`config.mk`:
```
export PLATFORM = sky130hd
export DESIGN_NAME = if_fetch_unit_flat
export DESIGN_NICKNAME = d
export VERILOG_FILES = /design/src/rtl/mips_pkg.sv /design/src/rtl/if_fetch_unit_if.sv /design/src/rtl/fetch_fsm.sv /design/src/rtl/if_fetch_unit.sv /design/src/flat_wrapper.sv
export SDC_FILE = /design/constraint.sdc
export NUM_CORES = 1
export LEC_CHECK = 0
export ABC_AREA = 1
export CORE_MARGIN = 3
export CORE_UTILIZATION = 47
export DETAILED_ROUTE_END_ITERATION = 12
export PLACE_DENSITY = 0.79
export SYNTH_ARGS = -nofsm -noshare
export SYNTH_HDL_FRONTEND = slang
export SYNTH_SLANG_ARGS = --single-unit
```
`constraint.sdc`:
```
create_clock -name Clk -period 2.21 [get_ports Clk]
set_input_delay 0.3315 -clock Clk [delete_from_list [all_inputs] [get_ports Clk]]
set_output_delay 0.3315 -clock Clk [all_outputs]
set_load 0.01 [all_outputs]
```
`src/rtl/mips_pkg.sv`:
```
// Shared MIPS pipeline definitions: fetch state encoding, word constants and
// the word-align helper also used by the EX/MEM address logic.
package mips_pkg;

  typedef enum logic [1:0] {
    ST_BOOT = 2'd0,
    ST_RUN  = 2'd1,
    ST_PEND = 2'd2
  } fetch_state_e;

  localparam int unsigned WORD_BYTES       = 4;
  localparam logic [31:0] RESET_PC_DEFAULT = 32'h0000_0000;

  function automatic logic [31:0] align_word(input logic [31:0] x);
    return {x[31:2], 2'b00};
  endfunction

endpackage

```
`src/rtl/if_fetch_unit_if.sv`:
```
// Fetch-stage bus: hazard-unit and ID-stage controls in, PC, IMEM address and
// status flags out. The fetch unit uses the master side.
interface if_fetch_unit_if #(
  parameter int IMEM_AW = 9
);
  logic               LE;
  logic               BR_TAKEN;
  logic [31:0]        TA;
  logic [31:0]        PC;
  logic [31:0]        NPC;
  logic [IMEM_AW-1:0] IMEM_ADDR;
  logic               IF_LE;
  logic               PEND;
  logic               TA_MISALIGN;

  modport master (
    input  LE, BR_TAKEN, TA,
    output PC, NPC, IMEM_ADDR, IF_LE, PEND, TA_MISALIGN
  );

  modport slave (
    output LE, BR_TAKEN, TA,
    input  PC, NPC, IMEM_ADDR, IF_LE, PEND, TA_MISALIGN
  );
endinterface

```
`src/rtl/fetch_fsm.sv`:
```
// Fetch sequencing: BOOT/RUN/PEND state, the pending branch target held across
// a stall, and the sticky misaligned-target flag.
//   state   | meaning
//   ST_BOOT | one idle cycle after reset release, PC/NPC hold, IF/ID not loaded
//   ST_RUN  | normal fetch; advances or redirects when LE=1
//   ST_PEND | taken target latched during a stall, applied on the first LE=1
module fetch_fsm
  import mips_pkg::*;
(
  input  logic        clk_i,
  input  logic        rst_ni,
  input  logic        le_i,
  input  logic        br_taken_i,
  input  logic [31:0] ta_i,
  output logic        if_le_o,
  output logic        pend_o,
  output logic        load_tgt_o,
  output logic        advance_o,
  output logic [31:0] tgt_o,
  output logic        misalign_o
);

  fetch_state_e state_q, state_d;
  logic [31:0]  pend_tgt_q, pend_tgt_d;
  logic         misalign_q, misalign_d;
  logic [31:0]  ta_aligned;

  assign ta_aligned = align_word(ta_i);
  assign misalign_o = misalign_q;

  always_ff @(posedge clk_i) begin
    if (!rst_ni) begin
      state_q    <= ST_BOOT;
      pend_tgt_q <= '0;
      misalign_q <= 1'b0;
    end else begin
      state_q    <= state_d;
      pend_tgt_q <= pend_tgt_d;
      misalign_q <= misalign_d;
    end
  end

  always_comb begin
    state_d    = state_q;
    pend_tgt_d = pend_tgt_q;
    misalign_d = misalign_q;
    unique case (state_q)
      ST_BOOT: state_d = ST_RUN;
      ST_RUN: begin
        if (!le_i && br_taken_i) begin
          state_d    = ST_PEND;
          pend_tgt_d = ta_aligned;
        end
      end
      ST_PEND: begin
        // a newer taken branch during the stall replaces the older target
        if (le_i) state_d = ST_RUN;
        else if (br_taken_i) pend_tgt_d = ta_aligned;
      end
      default: state_d = ST_BOOT;
    endcase
    if (state_q != ST_BOOT && br_taken_i && ta_i[1:0] != 2'b00) misalign_d = 1'b1;
  end

  always_comb begin
    if_le_o    = 1'b0;
    pend_o     = 1'b0;
    load_tgt_o = 1'b0;
    advance_o  = 1'b0;
    tgt_o      = ta_aligned;
    unique case (state_q)
      ST_RUN: begin
        if_le_o    = le_i;
        load_tgt_o = le_i & br_taken_i;
        advance_o  = le_i & ~br_taken_i;
      end
      ST_PEND: begin
        if_le_o    = le_i;
        pend_o     = 1'b1;
        load_tgt_o = le_i;
        if (!br_taken_i) tgt_o = pend_tgt_q;
      end
      default: ;
    endcase
  end

endmodule

```
`src/rtl/if_fetch_unit.sv`:
```
// MIPS instruction-fetch stage: owns PC/NPC, drives the IMEM address and the
// IF/ID load enable, and redirects to ID-resolved targets after the delay slot.
module if_fetch_unit
  import mips_pkg::*;
#(
  parameter logic [31:0] RESET_PC = RESET_PC_DEFAULT,
  parameter int          IMEM_AW  = 9
) (
  input  logic            Clk,
  input  logic            Reset,
  if_fetch_unit_if.master bus
);

  localparam logic [31:0] STEP = 32'(WORD_BYTES);

  logic [31:0] pc_q, pc_d;
  logic [31:0] npc_q, npc_d;
  logic        load_tgt, advance;
  logic [31:0] tgt;

  fetch_fsm u_fsm (
    .clk_i      (Clk),
    .rst_ni     (Reset),
    .le_i       (bus.LE),
    .br_taken_i (bus.BR_TAKEN),
    .ta_i       (bus.TA),
    .if_le_o    (bus.IF_LE),
    .pend_o     (bus.PEND),
    .load_tgt_o (load_tgt),
    .advance_o  (advance),
    .tgt_o      (tgt),
    .misalign_o (bus.TA_MISALIGN)
  );

  // PC math wraps modulo 2^32
  always_comb begin
    pc_d  = pc_q;
    npc_d = npc_q;
    if (load_tgt) begin
      pc_d  = tgt;
      npc_d = tgt + STEP;
    end else if (advance) begin
      pc_d  = npc_q;
      npc_d = npc_q + STEP;
    end
  end

  always_ff @(posedge Clk) begin
    if (!Reset) begin
      pc_q  <= RESET_PC;
      npc_q <= RESET_PC + STEP;
    end else begin
      pc_q  <= pc_d;
      npc_q <= npc_d;
    end
  end

  assign bus.PC        = pc_q;
  assign bus.NPC       = npc_q;
  assign bus.IMEM_ADDR = pc_q[IMEM_AW-1:0];

endmodule

```
`src/flat_wrapper.sv`:
```
// flat-port wrapper written by rule: the top's interface ports become plain ports
module if_fetch_unit_flat import mips_pkg::*;
#(
  parameter logic [31:0] RESET_PC = RESET_PC_DEFAULT,
  parameter int          IMEM_AW  = 9
)
  (Clk, Reset, bus_LE, bus_BR_TAKEN, bus_TA, bus_PC, bus_NPC, bus_IMEM_ADDR, bus_IF_LE, bus_PEND, bus_TA_MISALIGN);
  if_fetch_unit_if #(.IMEM_AW(IMEM_AW)) bus_i ();
  input  logic Clk;
  input  logic Reset;
  input wire logic [$bits(bus_i.LE)-1:0] bus_LE;
  input wire logic [$bits(bus_i.BR_TAKEN)-1:0] bus_BR_TAKEN;
  input wire logic [$bits(bus_i.TA)-1:0] bus_TA;
  output wire logic [$bits(bus_i.PC)-1:0] bus_PC;
  output wire logic [$bits(bus_i.NPC)-1:0] bus_NPC;
  output wire logic [$bits(bus_i.IMEM_ADDR)-1:0] bus_IMEM_ADDR;
  output wire logic [$bits(bus_i.IF_LE)-1:0] bus_IF_LE;
  output wire logic [$bits(bus_i.PEND)-1:0] bus_PEND;
  output wire logic [$bits(bus_i.TA_MISALIGN)-1:0] bus_TA_MISALIGN;
  assign bus_i.LE = bus_LE;
  assign bus_i.BR_TAKEN = bus_BR_TAKEN;
  assign bus_i.TA = bus_TA;
  assign bus_PC = bus_i.PC;
  assign bus_NPC = bus_i.NPC;
  assign bus_IMEM_ADDR = bus_i.IMEM_ADDR;
  assign bus_IF_LE = bus_i.IF_LE;
  assign bus_PEND = bus_i.PEND;
  assign bus_TA_MISALIGN = bus_i.TA_MISALIGN;
  if_fetch_unit #(.RESET_PC(RESET_PC), .IMEM_AW(IMEM_AW)) u_core (.Clk(Clk), .Reset(Reset), .bus(bus_i));
endmodule
```
## After elaboration in Yosys (flattened, before gate mapping)

Cells that the tools add are included.

- $lt $le $gt $ge: 0
- Shifts and indexed selects: 0
- Mux-type cells: 16
- $add $sub $neg: 2
- Div/mod/pow operators: 0
- Equal/unequal tests: 5
- Bitwise operators: 3
- Multiply operators: 0
- Reduce and logical (&&, ||, !) cells: 12

Operators with widths:

| operator | count |
|---|---|
| 32-bit two-way mux | 8 |
| 32-bit by 3-bit adder with 32-bit output (second input constant) | 2 |
| 32-bit case mux with 2 select lines | 1 |
| 2-bit nonzero test | 4 |
| 2-bit != test (second input constant) | 3 |
| 2-bit case mux with 3 select lines | 1 |
| 2-bit two-way mux | 2 |
| 1-bit logical AND | 3 |
| 1-bit two-way mux | 3 |
| 3-bit AND reduction | 1 |
| 1-bit AND | 2 |
| 2-bit by 1-bit == test with 1-bit output (second input constant) | 1 |
| 2-bit == test (second input constant) | 1 |
| 2-bit logical NOT | 1 |
| 1-bit case mux with 2 select lines | 1 |
| 2-bit AND reduction | 1 |
| 2-bit OR reduction | 1 |
| 1-bit logical NOT | 1 |
| 1-bit inverter | 1 |

- Bits in read-only memories: 0
- Memory bits (writable): 0
- Bits in latches: 0
- Word-level logic and storage cells: 43
- Output and inout port bits: 76
- Bits of input ports: 36
- Register bits after elaboration: 99
- Memories: 0

## Longest topological paths before layout

Gate-level depths: netlist (run 1).

- Word-level depth: 5
- Gate-level depth with buffers: 20
- Depth with buffers taken out: 18

## Hierarchy

A second synthesis (run 1) with hierarchy kept.

- Cell total of the unflattened synthesis: 981
- Area total of the unflattened synthesis: 5865.6 sq um

By module, submodules not included:

| module | seq. area each (sq um) | area an instance (sq um) | instances | cells an instance |
|---|---|---|---|---|
| if_fetch_unit | 1281.2 | 3606.0 | 1 | 578 |
| fetch_fsm | 700.7 | 2259.7 | 1 | 403 |

## Worst setup path before layout (run 1)

OpenSTA, ideal clock, no wires.

- Kind: register to register
- From: reg u_core.u_fsm.state_q[0]
- To: reg u_core.npc_q[24] (netlist: u_core.bus.NPC[24])
- Period minus slack after synthesis: 2524 ps
- Buffers on the path: 2
- Arrival: 2410 ps
- Required time: 2096 ps
- Cell stages (with the launch flop): 18
- Setup time: 114 ps
- Path slack: -314 ps
- Cells stage by stage: dfxtp_1 -> inv_1 -> ha_1 -> buf_4 -> nand2_4 -> buf_8 -> o21ai_1 -> nand2_1 -> o21ai_1 -> inv_1 -> ha_1 -> nand3_1 -> nor2_2 -> nand3_2 -> nor2_2 -> nand4_1 -> o21bai_1 -> nor2_1

- Word-level cells in the longest chain between the ends: 4
- Elaborated cells between the ends (all ways): 8
- Classes of those cells: add/sub: 1; eq/ne: 2; mux: 4; reduce/logical: 1

Ends and longest elaborated chain:

| what | line | source |
|---|---|---|
| from (decl) | fetch_fsm.sv:23 | `fetch_state_e state_q, state_d;` |
| from (signal assigned) | fetch_fsm.sv:37 | `state_q <= state_d;` |
| 2-bit == test | fetch_fsm.sv:71 | `unique case (state_q)` |
| 32-bit two-way mux | fetch_fsm.sv:71 |  |
| 32-bit by 3-bit adder with 32-bit output | if_fetch_unit.sv:41 | `npc_d = tgt + STEP;` |
| 32-bit two-way mux | if_fetch_unit.sv:39 | `if (load_tgt) begin` |
| to (signal assigned) | if_fetch_unit.sv:51 | `npc_q <= RESET_PC + STEP;` |
| to (signal assigned) | if_fetch_unit.sv:54 | `npc_q <= npc_d;` |
| to (decl) | if_fetch_unit.sv:17 | `logic [31:0] npc_q, npc_d;` |

Several ways; a longest one is shown, not always the timed one.
A chain may end at the register's enable or synchronous reset.

## Worst setup path in the final report (run 1)

- From: reg u_core.u_fsm.state_q[1]
- To: reg u_core.npc_q[18] (netlist: u_core.bus.NPC[18])

Same word-level chain as after synthesis.

==> impl_metrics.ini, run 1 <==
[run_status]
status = complete, but fails checks
violations = setup timing

[global_routing]
antenna_found_initial = 0
first_global_vias = 5590
grt_overflow = 0
grt_max_degree = 63
grt_pass1_wl_mm = 27.30
grt_use_total_pct = 25.89

[sta]
fin_crit_ns = 2.379
hold_violations = 0
fin_setup_tns_ns = -1.422
setup_slack_ns = -0.1691
clock_skew_ns = 0.01232
max_freq_mhz = 420.3
maxSlewViolCount = 0
slew-limit-headroom_pct = 71.60
rsz0062_at_grt = yes
period_share_pct = 107.7
tightest_slew_ns = 0.4259
setup_viol = 20

[clock_tree]
cts_inserted_buffers = 9
cts_tree = built
cts_num_sinks = 99
cts.htree.levels = 3
holdBufCountCts = 0
insertion_delay_ns = 0.36
clockBufferDepth = 2
root_buffer = clkbuf_16
clkTransAtPathRegs_ns = 0.07

[drt]
vias_per_cell = 5.083
ant_nets = 0
vias = 6029
drtIter0Drc = 516
drt-total-wl_mm = 17.04
drtPass1Iterations = 5
wire_per_inst_um = 14.37
post-route-drc-count = 0

[yosys]
synth.cell_area_mm2 = 0.005545
syn_nets = 883
ys_ff_latch = 99
muxShareOfSynthArea_pct = 0.1805
synth_cell_types = 43
yosysSeqAreaShare_pct = 35.74
yosys.area_share.simple_pct = 33.60
synth_top_family_by_area = simple AND/OR/NAND/NOR gates
synthAdderAreaFrac_pct = 1.354
netlist_instances = 841
synth_xor_area_share_pct = 0
synth-compound-area-share_pct = 15.21
syn_avg_cell_area_um2 = 6.594
yosysWarningCount = 0
synth-edff-count = 0
async_reset_ff_share_pct = 0
synthFlopType = dfxtp_1

[place]
io_buffers = 111
dp.cells = 1147
dpl_worst_slack_ns = -0.4720
hpwl_mm = 11.22
place_congestion = 0.8967

[critical_path]
path_class = flip-flop to flip-flop
arrival_ns = 2.64
critPathMaxFanout = 7
worst_ep_required_time_ns = 2.47
startpoint_type = flip-flop
endpoint_kind = flip-flop

[power_and_ir_drop]
clock_power_share_pct = 19.2
intPower_mw = 4.984
power.total_mw = 8.093
leakage_nw = 3.823
p_seq_share_pct = 30.4
pwr-share-comb_pct = 50.5
net-switching-power_mw = 3.109
swShare_pct = 38.42
peakVddDrop_uv = 676.7
p_per_area_mw_per_mm2 = 978.4

[layout]
layout_commonest_cell = nand2_1
syn2layout_area_growth_pct = 49.17
drive_above_1_share_pct = 24.35
antennaDiodeCount = 0
final_nets = 1080
postLayoutCoreUtil_pct = 72.13
fin_cells = 1186
mostFrequentLayoutCells = nand2_1, inv_1, clkdlybuf4s50_1

[floorplan]
dieArea_mm2 = 0.01314
die_w_um = 114.6
std_cell_rows = 39
initial_core_util_pct = 48.36
io_pins = 112
die_h_um = 114.6
core-area_mm2 = 0.01147

[run]
cap_viol_max_count = 0

[hold_path]
hold_path.class = input pin to flip-flop
[logic make-up after synthesis]
kind of cell | Yosys count
and+or+nand+nor | 421
buffers and inverters | 174
AOI/OAI and AO/OA | 140
DFF | 99
adders and majority gates | 6
muxes | 1
[layout make-up]
type	count	area (µm²)
Fill cell	876	3196
Multi-Input combinational cell	568	3088
Timing Repair Buffer	237	2257
Sequential cell	99	1989
Inverter	123	469.2
Clock buffer	11	252.7
Tap cell	143	178.9
Clock inverter	5	36.28
[metrics by stage]
step / instance area (µm²) / hold slack, ns
after floorplan: 5605 / 0.4151
after global placement: 7472 / 0.4192
after detailed placement: 7472 / 0.4250
after CTS: 8071 / 0.3149
after global routing: 8272 / 0.3395
final: 8272 / 0.3204
[state kept, by name (all words and copies together), names as in the netlist]
signal and cells:
u_core.bus.NPC 32, u_core.bus.PC 32, u_core.u_fsm.pend_tgt_q 32, u_core.u_fsm.state_q 2, u_core.u_fsm.misalign_o 1
[what timing repair did]
item / in CTS / in global routing
hold endpoints to repair: 0 / 0
gates cloned: 2 / 1
endpoints found under the setup margin: 23 / 29
pin swaps: 27 / 7
gates resized for setup: 50 / 36
setup buffers: 13 / 7
[worst max-delay path: stages, from the launching register on]
cell and delay, ns:
dfxtp_4 0.36, inv_2 0.07, ha_4 0.27, nand2_4 0.06, a21oi_4 0.22, o21ai_2 0.11
inv_2 0.10, ha_4 0.15, nand3_4 0.07, nor2_4 0.14, nand4_4 0.12, nor2_4 0.22
buf_4 0.15, nor2_2 0.03, o21ai_1 0.15, inv_1 0.05
[power by group through the flow]
stage	clock, mW	combinational [mW]	sequential [mW]
2_1_floorplan	0	1.90	2.53
6_report	1.55	4.08	2.46
5_1_grt	1.65	4.47	2.50
3_5_place_dp	0	3.59	2.47
4_1_cts	1.57	3.88	2.44
3_3_place_gp	0	3.54	2.46
[routing by layer]
metal	global-route usage, %	share of wire, %
met1	36.83	46
met2	39.89	46
met3	4.228	6.6
met4	8.472	1.6
met5	0	0
[final timing paths]
check | start | end | slack, ns | cells past startpoint
worst min-delay path | Reset | u_core.bus.PC[30] | 0.32 | 4
worst min register to register | u_core.u_fsm.pend_tgt_q[1] | u_core.u_fsm.pend_tgt_q[1] | 0.43 | 2
worst max-delay path | u_core.u_fsm.state_q[1] | u_core.bus.NPC[18] | -0.17 | 15
worst max register to register | u_core.u_fsm.state_q[1] | u_core.bus.NPC[18] | -0.17 | 15
[synth_stat cells, types with 3 or more instances]
library cell / count / area (µm²)
buf_4: 12 / 90.09
o21ai_2: 3 / 26.28
buf_1: 3 / 11.26
o21bai_1: 6 / 45.04
nor2_1: 67 / 251.5
nand3b_1: 3 / 22.52
nor3_1: 9 / 45.04
o211ai_1: 16 / 120.1
or2_2: 6 / 37.54
nand3_2: 5 / 50.05
nand4_1: 3 / 18.77
nand3_1: 40 / 200.2
nand2_1: 256 / 960.9
o21ai_1: 12 / 60.06
inv_2: 4 / 15.01
a21oi_1: 30 / 150.1
nor2_2: 10 / 62.56
buf_6: 6 / 67.56
inv_1: 116 / 435.4
buf_2: 12 / 60.06
clkbuf_1: 17 / 63.81
nand2_2: 9 / 56.30
dfxtp_1: 99 / 1982
o21ai_0: 46 / 230.2
a211oi_1: 15 / 112.6
nor2_4: 5 / 56.30
o221ai_1: 4 / 35.03
ha_1: 6 / 75.07
No activity file was read; power rests on OpenSTA's default activity.
==> run 2: changes to the inputs <==
--- a/config.mk
+++ b/config.mk
@@ -6,7 +6,6 @@
 export NUM_CORES = 1
 export LEC_CHECK = 0
 export ABC_AREA = 1
-export CORE_MARGIN = 3
 export CORE_UTILIZATION = 47
 export DETAILED_ROUTE_END_ITERATION = 12
 export PLACE_DENSITY = 0.79
==> run 2 against run 1 <==
The run still ends with setup timing left. Worst setup slack worse by 0.098 ns. Critical path depth grew 2. Via count down 0.30%. Die area fell by 6.9%. Sequential cell count did not move. Total power down 1.8%. Clock power fell by 9%. Wire length shrank 2.7%. Sequential share of layout area grew 0.33 points. Global-route usage shrank 0.35 points. Design area fell by 1.5%. First-iteration DRC count fell by 3.9%. Largest cell class unchanged.
==> impl_metrics.ini, run 2 (synthesized netlist as in run 1, its figures left out) <==
[clock_tree]
cts_tree = built
cts_inserted_buffers = 9
clkTransAtPathRegs_ns = 0.07
insertion_delay_ns = 0.35
root_buffer = clkbuf_16
cts.htree.levels = 3
clockBufferDepth = 2
cts_num_sinks = 99

[drt]
vias = 6011
drtIter0Drc = 496
post-route-drc-count = 0
drt-total-wl_mm = 16.58
ant_nets = 0
drtPass1Iterations = 5
vias_per_cell = 5.107
wire_per_inst_um = 14.09

[critical_path]
arrival_ns = 2.73
critPathMaxFanout = 8
startpoint_type = flip-flop
worst_ep_required_time_ns = 2.46
path_class = flip-flop to flip-flop
endpoint_kind = flip-flop

[layout]
final_nets = 1073
postLayoutCoreUtil_pct = 71.07
layout_commonest_cell = nand2_1
syn2layout_area_growth_pct = 46.98
mostFrequentLayoutCells = nand2_1, inv_1, clkdlybuf4s50_1
final_area_mm2 = 0.008150
antennaDiodeCount = 0
drive_above_1_share_pct = 23.21

[global_routing]
grt_use_total_pct = 25.54
met2_usage_pct = 40.25
grt_overflow = 0
grt_pass1_wl_mm = 25.35
first_global_vias = 5291
antenna_found_initial = 0
use_met1_pct = 35.76
grt_max_degree = 41
grt.busiest_layer = met2
grtUsageMet3_pct = 5.488

[power_and_ir_drop]
p_per_area_mw_per_mm2 = 974.6
leakage_nw = 3.741
peakVddDrop_uv = 726.9

[floorplan]
dieArea_mm2 = 0.01224
initial_core_util_pct = 48.36
die_w_um = 110.6
io_pins = 112
die_h_um = 110.6
std_cell_rows = 39
core-area_mm2 = 0.01147

[place]
dpl-instance-area_mm2 = 0.007365
dpl_worst_slack_ns = -0.4333
io_buffers = 111
place_congestion = 0.8569
hpwl_mm = 10.94

[run_status]
violations = setup timing
status = complete, but fails checks

[sta]
maxSlewViolCount = 0
whs_ns = 0.4416
setup_viol = 25
fin_setup_tns_ns = -3.736
period_share_pct = 112.1
clock_skew_ns = 0.009729
rsz0062_at_grt = yes
max_freq_mhz = 403.7
hold_violations = 0
setup_slack_ns = -0.2670
tightest_slew_ns = 0.4180
fin_crit_ns = 2.477
slew-limit-headroom_pct = 72.14

[run]
cap_viol_max_count = 0

[hold_path]
hold_path.class = flip-flop to flip-flop
## run 2: cell types whose count changed in the layout (fill, tap and decap cells not counted), moves of 3 or more
cell | before | now
buf_4 | 107 | 96
o21ai_1 | 12 | 17
buf_6 | 7 | 10
nand2_1 | 233 | 236
## run 2: per-layer routing
layer | vias to the layer above | share of wire [%]
met2 | 206 | 46
met1 | 2756 | 47
met3 | 28 | 6.2
met4 | 0 | 1.6
li1 | 3021 | -
met5 | - | 0
## run 2: per-stage QoR
stage          instances  total power [mW]
2_1_floorplan        841             4.434
3_3_place_gp        1136             5.919
3_5_place_dp        1136             5.973
4_1_cts             1158             7.513
5_1_grt             1177             8.421
6_report            1177             7.944
## run 2: what timing repair did
| item | CTS | global route |
|---|---|---|
| buffers inserted | 8 | 16 |
| cloned | 0 | 3 |
| gates resized for setup | 24 | 66 |
| hold buffers | 0 | 0 |
| endpoints found under the setup margin | 24 | 33 |
| pin swaps | 15 | 16 |
## run 2: layout make-up
type | count | area [µm²]
clock buffers | 11 | 232.7
clock inverters | 3 | 17.52
fillers | 868 | 3317
inverters | 123 | 471.7
multi-input cells | 568 | 3050
flip-flops and latches | 99 | 1987
well taps | 143 | 178.9
repair buffers | 230 | 2212
## run 2: worst paths after layout
path                              start                         end  slack (ns)  cells after the start
max             u_core.u_fsm.state_q[0]          u_core.bus.NPC[30]       -0.27                     17
max reg2reg     u_core.u_fsm.state_q[0]          u_core.bus.NPC[30]       -0.27                     17
min          u_core.u_fsm.pend_tgt_q[1]  u_core.u_fsm.pend_tgt_q[1]        0.44                      2
min reg2reg  u_core.u_fsm.pend_tgt_q[1]  u_core.u_fsm.pend_tgt_q[1]        0.44                      2
## run 2: power by group
| group | switching (mW) | internal [mW] |
|---|---|---|
| combinational | 2.11 | 1.97 |
| sequential | 0.258 | 2.20 |
| clock | 0.663 | 0.748 |
| total | 3.03 | 4.92 |
## run 2: critical path, cell delays in order (launching register included)
cell	delay (ns)
dfxtp_4	0.38
inv_4	0.05
ha_4	0.26
nand2_4	0.06
inv_4	0.09
nand2_8	0.07
buf_6	0.13
o21ai_4	0.18
ha_4	0.17
nand3_4	0.06
nor2_4	0.18
nand4_4	0.12
nor2_4	0.24
nand2_2	0.10
nand2_1	0.07
nand3_1	0.08
nand2_1	0.08
inv_1	0.04
